==> config.mk <==
export PLATFORM = sky130hd
export DESIGN_NAME = box_eat_ctrl
export DESIGN_NICKNAME = d
export VERILOG_FILES = /design/src/rtl/box_eat_ctrl.sv
export SDC_FILE = /design/constraint.sdc
export NUM_CORES = 1
export LEC_CHECK = 0
export ABC_AREA = 1
export BUFFER_PORTS_ARGS = -buffer_cell sky130_fd_sc_hd__clkbuf_2
export CAP_MARGIN = 10
export CORE_MARGIN = 3
export CORE_UTILIZATION = 50
export DETAILED_ROUTE_END_ITERATION = 12
export GPL_ROUTABILITY_DRIVEN = 0
export GPL_TIMING_DRIVEN = 0
export PLACE_DENSITY = 0.77
export SLEW_MARGIN = 0
export SYNTH_ARGS = -nofsm -noshare
export SYNTH_HDL_FRONTEND = slang
export SYNTH_SLANG_ARGS = --single-unit
==> constraint.sdc <==
create_clock -name I_clk -period 2.2 [get_ports I_clk]
set_clock_uncertainty 0.15 [all_clocks]
set_input_delay 0.66 -clock I_clk [delete_from_list [all_inputs] [get_ports I_clk]]
set_output_delay 0.66 -clock I_clk [all_outputs]
set_load 0.005 [all_outputs]
==> src/rtl/box_eat_ctrl.sv <==
// box_eat_ctrl: places food from a random box generator and detects the snake eating it
// Ports: I_clk/I_rst clock and sync reset; I_start starts a game; I_step marks a head move;
//        I_head_x/y head position; I_box_x/y generator candidate; O_load/O_drive generator strobes;
//        O_food_x/y/O_food_valid placed food; O_eat eat pulse; O_score food count; O_fault placement failure.
module box_eat_ctrl #(
    parameter logic [9:0] X_MAX = 10'd630,
    parameter logic [9:0] Y_MAX = 10'd470,
    parameter int SETTLE = 2,
    parameter int MAX_RETRY = 7
) (
    input  logic       I_clk,
    input  logic       I_rst,
    input  logic       I_start,
    input  logic       I_step,
    input  logic [9:0] I_head_x,
    input  logic [9:0] I_head_y,
    input  logic [9:0] I_box_x,
    input  logic [9:0] I_box_y,
    output logic       O_load,
    output logic       O_drive,
    output logic [9:0] O_food_x,
    output logic [9:0] O_food_y,
    output logic       O_food_valid,
    output logic       O_eat,
    output logic [7:0] O_score,
    output logic       O_fault
);
    typedef enum logic [2:0] {IDLE, SEED, REQ, WAIT, CHECK, ARMED} state_t;
    localparam logic [3:0] SETTLE_W = 4'(SETTLE);
    localparam logic [3:0] RETRY_W = 4'(MAX_RETRY);
    state_t state, state_n;
    logic [3:0] retry, retry_n, settle_cnt, settle_n;
    logic [9:0] food_x, food_x_n, food_y, food_y_n;
    logic food_valid, food_valid_n, eat, eat_n, fault, fault_n;
    logic [7:0] score, score_n;
    logic cand_ok, hit;
    assign cand_ok = I_box_x <= X_MAX && I_box_y <= Y_MAX && !(I_box_x == I_head_x && I_box_y == I_head_y);
    assign hit = I_step && I_head_x == food_x && I_head_y == food_y;
    always_ff @(posedge I_clk) begin
        if (I_rst) begin
            state <= IDLE;
            retry <= '0;
            settle_cnt <= '0;
            food_x <= '0;
            food_y <= '0;
            food_valid <= 1'b0;
            eat <= 1'b0;
            fault <= 1'b0;
            score <= '0;
        end else begin
            state <= state_n;
            retry <= retry_n;
            settle_cnt <= settle_n;
            food_x <= food_x_n;
            food_y <= food_y_n;
            food_valid <= food_valid_n;
            eat <= eat_n;
            fault <= fault_n;
            score <= score_n;
        end
    end
    // The cycle after an eat is spent in REQ with the drive strobe held off,
    // so the generator is advanced one cycle after O_eat.
    always_comb begin
        state_n = state;
        retry_n = retry;
        settle_n = settle_cnt;
        food_x_n = food_x;
        food_y_n = food_y;
        food_valid_n = food_valid;
        eat_n = 1'b0;
        fault_n = fault;
        score_n = score;
        case (state)
            IDLE: if (I_start) begin
                score_n = '0;
                fault_n = 1'b0;
                food_valid_n = 1'b0;
                retry_n = '0;
                state_n = SEED;
            end
            SEED: state_n = REQ;
            REQ: if (!eat) begin
                retry_n = retry + 4'd1;
                settle_n = '0;
                state_n = WAIT;
            end
            WAIT: if (settle_cnt == SETTLE_W - 4'd1) state_n = CHECK;
                  else settle_n = settle_cnt + 4'd1;
            CHECK: if (cand_ok) begin
                food_x_n = I_box_x;
                food_y_n = I_box_y;
                food_valid_n = 1'b1;
                retry_n = '0;
                state_n = ARMED;
            end else if (retry < RETRY_W) begin
                state_n = REQ;
            end else begin
                fault_n = 1'b1;
                food_valid_n = 1'b0;
                state_n = IDLE;
            end
            ARMED: if (hit) begin
                eat_n = 1'b1;
                food_valid_n = 1'b0;
                score_n = score == 8'hff ? score : score + 8'd1;
                state_n = REQ;
            end
            default: state_n = IDLE;
        endcase
    end
    assign O_load = state == SEED;
    assign O_drive = state == REQ && !eat;
    assign O_food_x = food_x;
    assign O_food_y = food_y;
    assign O_food_valid = food_valid;
    assign O_eat = eat;
    assign O_score = score;
    assign O_fault = fault;
endmodule

==> results.md, run 1 <==
- The routed layout has 3025 vias.
- The share of the clock period used by the worst path after layout is 0.949.
- Setup violations remaining at the end of the flow were counted as 0.
- The maximum vdd ir drop is 0.292 mV.
- The count of non-filler cells in the finished layout is 615.
- The floorplan step set the die height to 79.9 um.
- After synthesis, the cell types taking the most area are dfxtp_1 31%, nand2_1 21%, inv_1 9.5%, a21oi_1 7.0%, nor2_1 6.5%.
- The maximum clock frequency is 479 MHz.
- The count of distinct cell types in the synthesized netlist is 32.
- The maximum root-to-sink buffer count is 2.
- The number of hold buffers added after CTS was 0.
- For this design the ratio of total power to cell area is 544 nW/um2.
- The all-layer global routing usage is 0.227.
- Once routing completed, OpenROAD measured the worst setup slack at 113 ps.
- The number of remaining DRC errors is 0.
- For this configuration, the core starts out at a cell density of 0.524.
- In this run, CTS created clock tree buffers numbering 5.
- The signal on the critical path passes through nor2_1 -> inv_1 -> nor2_2 -> inv_2 -> nor2_1 -> clkbuf_2.
- In the final design database the tool counted 592 nets.
- The required time of the worst setup path is 1390 ps.
- The post-synthesis cell type with the largest combined area is dfxtp_1.
- For this design the static power due to leakage is 1.68 nW.
- The library cell appearing most often on the critical path is nor2_1.
- The slowest stage of the critical path belongs to the cell dfxtp_2.
- The depth of the CTS H-tree is 2.
- The worst hold-check slack is 337 ps.
- The insertion delay of the later-clocked pin in the worst-skew pair is 300 ps.
- Input and output buffers added on the ports amount to 75.
- The post-layout minimum cycle time is 2090 ps.
- The worst hold path belongs to the class flip-flop to flip-flop.
- STA classifies the critical path endpoint as a primary output.
- Each instance of the synthesized netlist takes up on average 5.91 um2.
- The initial antenna violation count came to 0.
- The repair_antennas step left the layout with diodes totalling 0.
- The sum of net half-perimeters after detailed placement is 5.58 mm.
- The region available for standard cell placement spans 5200 um2.
- The cell chosen for the clock root is clkbuf_8.
- Entering global routing, the biggest net connects 14 pins.
- The signed area change from the synthesized netlist to the final layout is 21.2%.
- The first global-routing pass estimated 11.8 mm of wire.
- In the final layout, the share of cells above drive strength 1 is 0.206.
- Adding up every negative setup slack in the final design gives 0 ps.
- The via count of the first global-routing pass is 2741.
- The wire length per cell is 11.5 um.
- The gate count of the mapped netlist is 462.
- TritonCTS built the clock tree.
- The classification of the worst setup path is flip-flop to primary output.
- The biggest cell delay along the critical path is 360 ps.
- The remaining antenna violation count after routing is 0.
- The violation count after the first detailed-routing iteration is 115.
- The routed design has 7.07 mm of wire.
- The pre-antenna-repair detailed-routing pass consisted of 4 iterations.
- The overall die area is 6380 um2.
- The pin slew with the least headroom to its limit is 498 ps.
- The flop and latch count out of synthesis is 42.
- The initialized floorplan defines 26 standard-cell rows.
- The share of the Yosys chip area taken by registers is 0.308.
- The total overflow left after global routing is 0.
- STA classifies the critical path startpoint as a flip-flop.
- Measured against its own limit, the worst slew margin works out to 0.668.
- Max-cap violations in this run came to 0.
- The number of nets in the synthesized netlist is 510.
- The cell count after placement is 607.
- The mean number of vias per cell is 4.92.
- Setup repair after global routing left no endpoint under its margin.
- The number of sinks driven by the clock tree is 42.
- The post-placement setup slack is -84.3 ps.
- The number of pins with negative max-slew slack in the final report was 0.
- In this run the count of I/O pins placed on the die edge is 77.
- Data on the critical path arrives at its endpoint at 1280 ps.
- The flow ran to the end, and the final reports show no timing, DRC or antenna violations.
- The floorplan die width is 79.9 um.
- The clock-pin slew reported for the worst setup and hold paths after clock tree synthesis is 90 ps.
- The largest fanout on the critical path is 6.
- The cell area that synthesis handed to floorplanning was 2730 um2.
- The hold violation total from the final report is 0.
- The count of warnings emitted by yosys is 0.
- The share of synthesized area in the top cell type comes to 0.308.
-- layer usage --
layer,vias up,global-route usage,part of all wire
li1,1595,-,-
met1,1340,0.289,0.46
met2,85,0.400,0.47
met3,5,0.0406,0.062
met4,0,0.0456,0.0068
met5,-,0,0
-- final cells by class --
class                   count  area (um2)
flip-flops and latches     42         843
repair buffers             75         375
clock inverters             2        37.5
plain buffers               8        47.5
clock buffers               6        72.6
fillers                   507        1900
inverters                  78         293
well taps                  70        87.6
multi-input cells         334        1550
-- cell usage after synthesis (all sizes together) --
cell type	count
o21a	1
xnor2	2
nand4	3
xor2	6
dfxtp	42
clkbuf	4
nand3	28
inv	78
nor3	7
o21ai	24
o211ai	1
nor2	52
a21oi	40
nor4	1
buf	4
nor3b	2
or2	2
ha	4
a31oi	2
nand2	158
and3	1
-- path summary, 6_finish.rpt --
path | slack, ps | endpoint | depth (start not counted) | startpoint
setup reg to reg | 290 | O_fault | 11 | O_food_x[4]
hold / removal | 340 | O_food_x[0] | 2 | O_food_x[0]
hold reg to reg | 340 | O_food_x[0] | 2 | O_food_x[0]
setup / recovery | 110 | O_drive | 6 | state[2]
-- layout by cell type, fill, tap and decap left out, types with 2 or more instances in the layout --
master	synthesis	layout
clkbuf_8	0	5
clkbuf_2	0	75
dfxtp_1	42	40
inv_1	69	68
o21ai_0	22	22
a21oi_1	38	38
xnor2_1	2	2
xor2_1	6	6
nand2_2	3	3
buf_2	2	2
o21ai_1	2	2
nand3_2	2	2
buf_6	2	2
nor3b_1	2	2
a31oi_1	2	2
dfxtp_2	0	2
nand4_1	3	3
nand2_1	154	154
nor2_1	47	46
nor2_2	4	5
nand3_1	26	26
clkbuf_1	4	5
inv_2	9	10
nor3_1	7	7
ha_1	4	4
-- power by group --
group / internal, mW / total [mW] / switching (mW) / leakage, nW
logic: 0.130 / 0.373 / 0.243 / 1.29
clock network: 0.339 / 0.631 / 0.292 / 0.0514
registers: 0.778 / 0.796 / 0.0177 / 0.340
-- flip-flops by register name, summed over array words and instances (netlist names) --
name          count
O_food_x         10
O_food_y         10
O_score           8
retry             4
settle_cnt        4
state             3
O_eat             1
O_fault           1
O_food_valid      1
-- worst max-delay path, delay by kind of cell (launching register included) --
kind,cells,cell delay [ps]
buffers and inverters,3,290
flip-flops,1,360
AND/OR/NAND/NOR,3,340
-- kinds of logic after synthesis --
group / count (synthesis) / synth area share
AOI/OAI and AO/OA: 68 / 0.133
xor gates and xnor gates: 8 / 0.0257
adders and majority gates: 4 / 0.0183
buffers and inverters: 86 / 0.125
DFF: 42 / 0.308
and+or+nand+nor: 254 / 0.390
-- per-stage QoR --
stage / utilization / power, mW / area [um2]
after floorplan: - / 1.05 / 2730
after global placement: 0.613 / 1.17 / 3190
after detailed placement: 0.613 / 1.18 / 3190
after CTS: 0.635 / 1.80 / 3300
after global routing: 0.635 / 1.89 / 3310
final: 0.635 / 1.80 / 3310
-- what timing repair did --
item / CTS / global route
setup buffers: 0 / 0
setup endpoints to repair: 1 / 1
resized for setup: 2 / 2
hold endpoints to repair: 0 / 0
No activity file was read; power rests on OpenSTA's default activity.
==> run 2: changes to the inputs <==
--- a/config.mk
+++ b/config.mk
@@ -5,7 +5,6 @@
 export SDC_FILE = /design/constraint.sdc
 export NUM_CORES = 1
 export LEC_CHECK = 0
-export ABC_AREA = 1
 export BUFFER_PORTS_ARGS = -buffer_cell sky130_fd_sc_hd__clkbuf_2
 export CAP_MARGIN = 10
 export CORE_MARGIN = 3
@@ -13,7 +12,8 @@
 export DETAILED_ROUTE_END_ITERATION = 12
 export GPL_ROUTABILITY_DRIVEN = 0
 export GPL_TIMING_DRIVEN = 0
-export PLACE_DENSITY = 0.77
+export PLACE_DENSITY = 0.79
+export RECOVER_POWER = 100
 export SLEW_MARGIN = 0
 export SYNTH_ARGS = -nofsm -noshare
 export SYNTH_HDL_FRONTEND = slang
==> results.md, run 2 <==
- The number of top-level design ports is 77 (unchanged).
- Leaving out fill and tap cells, the most frequent cells in the layout are 50 x clkbuf_2, 42 x dfxtp_1, 30 x nor2_1, 27 x xor2_1, 20 x mux2i_1.
- The maximum vdd ir drop was 0.397 mV (+36%).
- The largest net degree at the start of global routing is 13 (-1).
- The signal on the critical path passes through buf_8 -> xor2_2 -> or4_4 -> o41ai_4 -> nand3_2 -> buf_6 -> or3_4 -> a21oi_2.
- The async set-reset flop share out of synthesis is 0 (unchanged).
- The maximum root-to-sink buffer count is 2 (unchanged).
- The share of the clock period used by the worst path after layout is 1.19 (+0.242).
- The insertion delay of the later-clocked pin in the worst-skew pair was 300 ps (about the same).
- The wire length of the first global-routing pass is 10.5 mm (-10%).
- The met3 usage in global routing came to 0.0641 (+0.0235).
- The standard-cell row count is 24 (-7.7%).
- The biggest cell delay along the critical path is 570 ps (+210 ps).
- The multiplexer area fraction after synthesis is 0.0842 (+0.0842).
- The critical path in this run is classified as primary input to flip-flop.
- The flop and latch count out of synthesis is 42 (unchanged).
- The count of distinct cell types in the synthesized netlist is 41 (+28%).
- The fraction of the yosys area taken by sequential cells is 0.353 (+0.0454).
- The total via count in the routed design is 2450 (-19%).
- The overall routed net length is 7.33 mm (+3.6%).
- The flow ran to the end, but the final reports show violations.
- The commonest cells after synthesis are 42 x dfxtp_1, 37 x xor2_1, 33 x nor2_1.
- The gate count of the mapped netlist is 275 (-40%).
- The area of the placeable core is 4470 um2 (-14%).
- The required time of the worst setup path is 2290 ps (+900 ps).
- The final total negative setup slack came to -4820 ps (-4820 ps).
- The cell count after placement came to 402 (-34%).
- The normalized max-slew margin was 0.630 (-0.0384).
- The post-layout minimum cycle time is 2620 ps (+532 ps).
- The residual overflow from global routing was 0 (unchanged).
- The fraction of synthesized cell area in xor and xnor cells is 0.169 (+0.144).
- The overall die area was 5620 um2 (-12%).
- The number of sinks driven by the clock tree is 42 (unchanged).
- In the post-synthesis netlist, the biggest area contributors are dfxtp_1 35%, xor2_1 14%, mux2i_1 8.4%, nor2_1 5.2%, a21oi_1 3.8%.
- The worst hold-check slack is 303 ps (-34.4 ps).
- The violation count after the first detailed-routing iteration came to 188 (+63%).
- TritonCTS built the clock tree.
- The final net count is 420 (-29%).
- The arrival time at the worst endpoint came to 2710 ps (+1430 ps).
- Compared with the post-synthesis result, the final layout area differs by 43.1%.
- The pin slew with the least headroom to its limit was 556 ps (+57.6 ps).
- The met1 demand-to-capacity share in global routing is 0.302 (+0.0129).
- The worst path setup slack after routing is -419 ps (-532 ps).
- The simple-gate share of the synthesized area is 0.230 (-0.160).
- The number of antenna cells inserted was 0 (unchanged).
- The number of pins with negative max-slew slack in the final report is 0 (unchanged).
- The wire length per cell came to 17.2 um (+50%).
- The worst-case register-to-register setup slack is -380 ps (-670 ps).
- The share of synthesized cell area in full adder, half adder and majority cells is 0.0210 (+0.00270).
- The mean number of vias per cell is 5.76 (+17%).
- The all-layer global routing usage is 0.249 (+0.0220).
- The most frequently used cell type in the post-synthesis netlist is dfxtp_1.
- The final-report setup violation count is 32 (+32).
- The share of the synthesized area in the top cell type is 0.353 (+0.0454).
- The critical path startpoint category is a primary input.
- The count of warnings emitted by yosys is 0 (unchanged).
- The hold violation total from the final report came to 0 (unchanged).
- The leading cell type in the layout, fill and taps excluded is clkbuf_2.
- The depth of the CTS H-tree is 2 (unchanged).
- The initial antenna violation count is 0 (unchanged).
- The critical-path cell with the highest stage delay is or4_4.
- STA classifies the critical path endpoint as a flip-flop.
- The total standard cell area after synthesis was 2380 um2 (-13%).
- The complex-gate fraction of the synthesized area is 0.113 (-0.0204).
- The ratio of total power to cell area is 467 nW/um2 (-14%).
- The leakage dissipation is 1.51 nW (-10%).
- The number of violations of the max-capacitance limit is 0 (unchanged).
- The floorplan die width is 75.0 um (-6.1%).
- The number of remaining DRC errors is 0 (unchanged).
- The clock-pin slew reported for the worst setup and hold paths after clock tree synthesis was 80 ps (about the same).
- Setup repair after global routing could not meet its margin everywhere.
- The largest total area in the synthesized netlist belongs to dfxtp_1.
- The sum of net half-perimeters after detailed placement is 4.93 mm (-12%).
- The count of input and output buffers was 75 (unchanged).
- The number of buffers created by CTS is 5 (unchanged).
- The via count of the first global-routing pass came to 2257 (-18%).
- The count of non-filler cells in the finished layout is 425 (-31%).
- The effective utilization at floorplan is 0.532 (+0.00732).
- The vertical die dimension is 75.0 um (-6.1%).
- The remaining antenna violation count after routing is 0 (unchanged).
- Among all flip-flop cells after synthesis, the most frequent one is dfxtp_1.
- The first-pass detailed-route iteration total is 4 (unchanged).
- The synthesized netlist net count is 323 (-37%).
- The number of enable-type register cells in the synthesized netlist came to 0 (unchanged).
- The met2 usage is 0.410 (+0.0102).
- The largest fanout on the critical path is 5 (-1).
- The cell chosen for the clock root is clkbuf_8.
- The per-instance average area after synthesis came to 8.65 um2 (+46%).
- The fraction of layout instances using a drive strength above 1 is 0.338 (+0.132).
- The checks that failed: negative setup slack.
- The min-delay analysis places its worst path in the category flip-flop to flip-flop.
- The post-placement setup slack came to -703 ps (-619 ps).
- The layer flagged by global routing as most heavily used is met2.
- The utilization after layout is 0.761 (+0.126).
- The maximum clock frequency is 382 MHz (-20%).
- By area, the combinational part of the netlist is dominated by simple AND/OR/NAND/NOR gates.
## run 2: cell types whose count changed in the layout (fill, tap and decap cells not counted), moves of 12 or more
cell	change
nand2_1	-141
inv_1	-62
clkbuf_2	-25
a21oi_1	-22
xor2_1	+21
mux2i_1	+20
nand3_1	-19
nor2_1	-16
o21ai_0	-16
buf_6	+12
clkbuf_1	+12
## run 2: worst paths after layout
path / from / to / cells after the start
setup / recovery: I_head_y[1] / O_score[4] / 8
hold / removal: O_fault / O_fault / 2
setup reg to reg: O_food_y[1] / O_score[4] / 7
hold reg to reg: O_fault / O_fault / 2
## run 2: cell families (layout without fill, tap and decap cells)
group	Yosys count	count (layout)
compound gates	42	42
xor+xnor	46	46
mux	20	20
flops	42	42
fa+ha+maj	4	4
simple gates	105	105
buf+inv	16	114
## run 2: worst max-delay path, delay by kind of cell
| family | cells | cell delay (ps) |
|---|---|---|
| simple gates | 3 | 1100 |
| buf+inv | 2 | 270 |
| xor+xnor | 1 | 140 |
| compound gates | 2 | 540 |
## run 2: report_power, final
group | switching (mW) | total (mW) | internal [mW] | leakage [nW]
logic | 0.163 | 0.290 | 0.127 | 1.12
registers | 0.00743 | 0.774 | 0.767 | 0.339
clock network | 0.272 | 0.525 | 0.253 | 0.0482
## run 2: cell type report
class / instances / area [um2]
Inverter: 6 / 22.5
Timing Repair Buffer: 90 / 623
Tap cell: 52 / 65.1
Buffer: 10 / 72.6
Clock inverter: 1 / 5.00
Sequential cell: 42 / 841
Clock buffer: 7 / 86.3
Fill cell: 323 / 1070
Multi-Input combinational cell: 217 / 1690
## run 2: per-layer routing
metal,vias up,part of all wire
li1,1167,-
met1,1146,0.39
met2,111,0.49
met3,26,0.071
met4,0,0.047
met5,-,0
## run 2: metrics by stage
| stage | cell area [um2] | total power, mW |
|---|---|---|
| CTS | 3060 | 1.54 |
| detailed placement | 2890 | 1.01 |
| finish | 3400 | 1.59 |
| global route | 3400 | 1.66 |
| global placement | 2890 | 1.01 |
| floorplan | 2450 | 0.911 |
## run 2: timing repair
action                     4_1_cts  5_1_grt
hold endpoints to repair         0        0
setup endpoints to repair       32       37
hold buffers                     0        0
gates resized for setup          7       74
buffers inserted                 6        7
gates cloned                     0        3
pin swaps                        8       25
==> run 3: changes to the inputs <==
--- a/config.mk
+++ b/config.mk
@@ -8,11 +8,11 @@
 export BUFFER_PORTS_ARGS = -buffer_cell sky130_fd_sc_hd__clkbuf_2
 export CAP_MARGIN = 10
 export CORE_MARGIN = 3
-export CORE_UTILIZATION = 50
+export CORE_UTILIZATION = 51
 export DETAILED_ROUTE_END_ITERATION = 12
 export GPL_ROUTABILITY_DRIVEN = 0
 export GPL_TIMING_DRIVEN = 0
-export PLACE_DENSITY = 0.79
+export PLACE_DENSITY = 0.8
 export RECOVER_POWER = 100
 export SLEW_MARGIN = 0
 export SYNTH_ARGS = -nofsm -noshare
==> results.md, run 3 (same netlist as run 2, synthesis figures left out) <==
- The final-report setup violation count is 34 (+6.3%).
- The mean number of vias per cell is 5.85 (+1.5%).
- The first-pass detailed-route iteration total is 4 (unchanged).
- In the layout the commonest cells are 57 x clkbuf_2, 41 x dfxtp_1, 32 x xor2_1, 31 x nor2_1.
- The insertion delay of the later-clocked pin in the worst-skew pair was 310 ps (about the same).
- The number of remaining DRC errors came to 0 (unchanged).
- The signed area change from the synthesized netlist to the final layout is 35.9%.
- The violation count after the first detailed-routing iteration was 183 (-2.7%).
- The clock-pin slew reported for the worst setup and hold paths after clock tree synthesis came to 80 ps (about the same).
- The post-placement setup slack came to -669 ps (+33.8 ps).
- The maximum root-to-sink buffer count came to 2 (unchanged).
- The most critical setup path has its startpoint at I_head_x[0].
- The floorplan die width is 74.3 um (-0.91%).
- The vertical die dimension came to 74.3 um (-0.91%).
- The final net count was 416 (-0.95%).
- The final reports fail on negative setup slack.
- The worst path setup slack after routing is -383 ps (+35.6 ps).
- The endpoint class of the critical path is a flip-flop.
- The hold violation total from the final report came to 0 (unchanged).
- The wire length per cell was 16.9 um (-2.1%).
- The arrival time at the worst endpoint is 2680 ps (-30 ps).
- The count of input and output buffers is 75 (unchanged).
- The standard-cell row count is 24 (unchanged).
- The maximum vdd ir drop is 0.334 mV (-16%).
- The share of the clock period used by the worst path after layout came to 1.17 (-0.0162).
- The number of hold buffers added after CTS is 0 (unchanged).
- The ratio of total power to cell area was 511 nW/um2 (+9.5%).
- The number of antenna cells inserted is 0 (unchanged).
- The worst hold-check slack is 301 ps (-1.84 ps).
- The all-layer global routing usage is 0.250 (+0.000618).
- The remaining antenna violation count after routing is 0 (unchanged).
- The utilization after layout is 0.732 (-0.0285).
- The number of sinks driven by the clock tree is 42 (unchanged).
- The pin slew with the least headroom to its limit is 544 ps (-11.1 ps).
- The wire length of the first global-routing pass is 10.6 mm (+0.52%).
- The effective utilization at floorplan is 0.539 (+0.00723).
- The number of violations of the max-capacitance limit came to 0 (unchanged).
- The area of the placeable core came to 4410 um2 (-1.3%).
- The maximum clock frequency is 387 MHz (+1.4%).
- The critical path in this run is classified as primary input to flip-flop.
- The number of pins with negative max-slew slack in the final report is 0 (unchanged).
- The number of buffers created by CTS was 5 (unchanged).
- The sum of net half-perimeters after detailed placement came to 4.94 mm (about the same).
- The fraction of layout instances using a drive strength above 1 is 0.298 (-0.0397).
- The largest fanout on the critical path is 5 (unchanged).
- The residual overflow from global routing is 0 (unchanged).
- TritonCTS built the clock tree.
- The total via count in the routed design is 2463 (+0.53%).
- The number of top-level design ports is 77 (unchanged).
- The min-delay analysis places its worst path in the category flip-flop to flip-flop.
- In this run the critical register-to-register path is launched from O_food_x[0].
- The leading cell type in the layout, fill and taps excluded is clkbuf_2.
- The launch point of the worst hold path is O_fault.
- The flow ran to the end, but the final reports show violations.
- The via count of the first global-routing pass was 2265 (+0.35%).
- The leakage dissipation is 1.44 nW (-4.5%).
- The largest net degree at the start of global routing came to 14 (+1).
- Setup repair after global routing could not meet its margin everywhere.
- The required time of the worst setup path was 2290 ps (about the same).
- The post-layout minimum cycle time came to 2580 ps (-35.6 ps).
- STA classifies the critical path startpoint as a primary input.
- The normalized max-slew margin came to 0.637 (+0.00743).
- The depth of the CTS H-tree was 2 (unchanged).
- The initial antenna violation count is 0 (unchanged).
- The cell chosen for the clock root is clkbuf_8.
- The overall routed net length is 7.11 mm (-3.0%).
- The overall die area is 5520 um2 (-1.8%).
run 3: cell types whose count changed in the layout (fill, tap and decap cells not counted), sizes merged:
cell	change
clkinv	+1
buf	-13
clkbuf	+7
bufinv	+1
run 3: final cells by class:
cell class,count,area [um2]
Timing Repair Buffer,87,519
Fill cell,336,1180
Sequential cell,42,842
Multi-Input combinational cell,217,1610
Tap cell,52,65.1
Buffer,9,65.1
Clock inverter,3,40.0
Inverter,6,22.5
Clock buffer,5,68.8
run 3: path summary, 6_finish.rpt:
| path | end | slack, ps | depth (start not counted) |
|---|---|---|---|
| max | O_score[0] | -380 | 8 |
| min reg2reg | O_fault | 300 | 2 |
| max reg2reg | O_score[0] | -340 | 7 |
| min | O_fault | 300 | 2 |
run 3: repair_timing:
action,in CTS,in global routing
endpoints found under the setup margin,34,38
pin swaps,8,20
setup buffers,5,4
resized for setup,8,30
gates cloned,1,2
run 3: per-layer routing:
metal | wire length, um | up-vias | global-route usage
met5 | 0 | - | 0
met4 | 134 | 0 | 0.113
met3 | 545 | 14 | 0.0595
met2 | 3600 | 107 | 0.419
met1 | 2830 | 1172 | 0.304
li1 | - | 1170 | -
run 3: through the flow:
step                      area [um2]  TNS (ps)  cells  total power [mW]
final                           3230     -4350    421              1.65
after global routing            3230     -6810    421              1.71
after detailed placement        2890    -17810    402              1.01
after floorplan                 2450     -3270    275             0.911
after global placement          2890    -15030    402              1.01
after CTS                       3090     -2180    415              1.64
run 3: power breakdown:
group | internal, mW | switching, mW
logic | 0.109 | 0.151
clock network | 0.334 | 0.285
registers | 0.766 | 0.00661
total | 1.21 | 0.443
run 3: worst max-delay path, stage by stage:
cell and delay, ps:
buf_8 100, xor2_2 140, or4_4 570, o41ai_4 380, nand3_2 170, buf_6 160, or3_4 360, a21oi_2 130
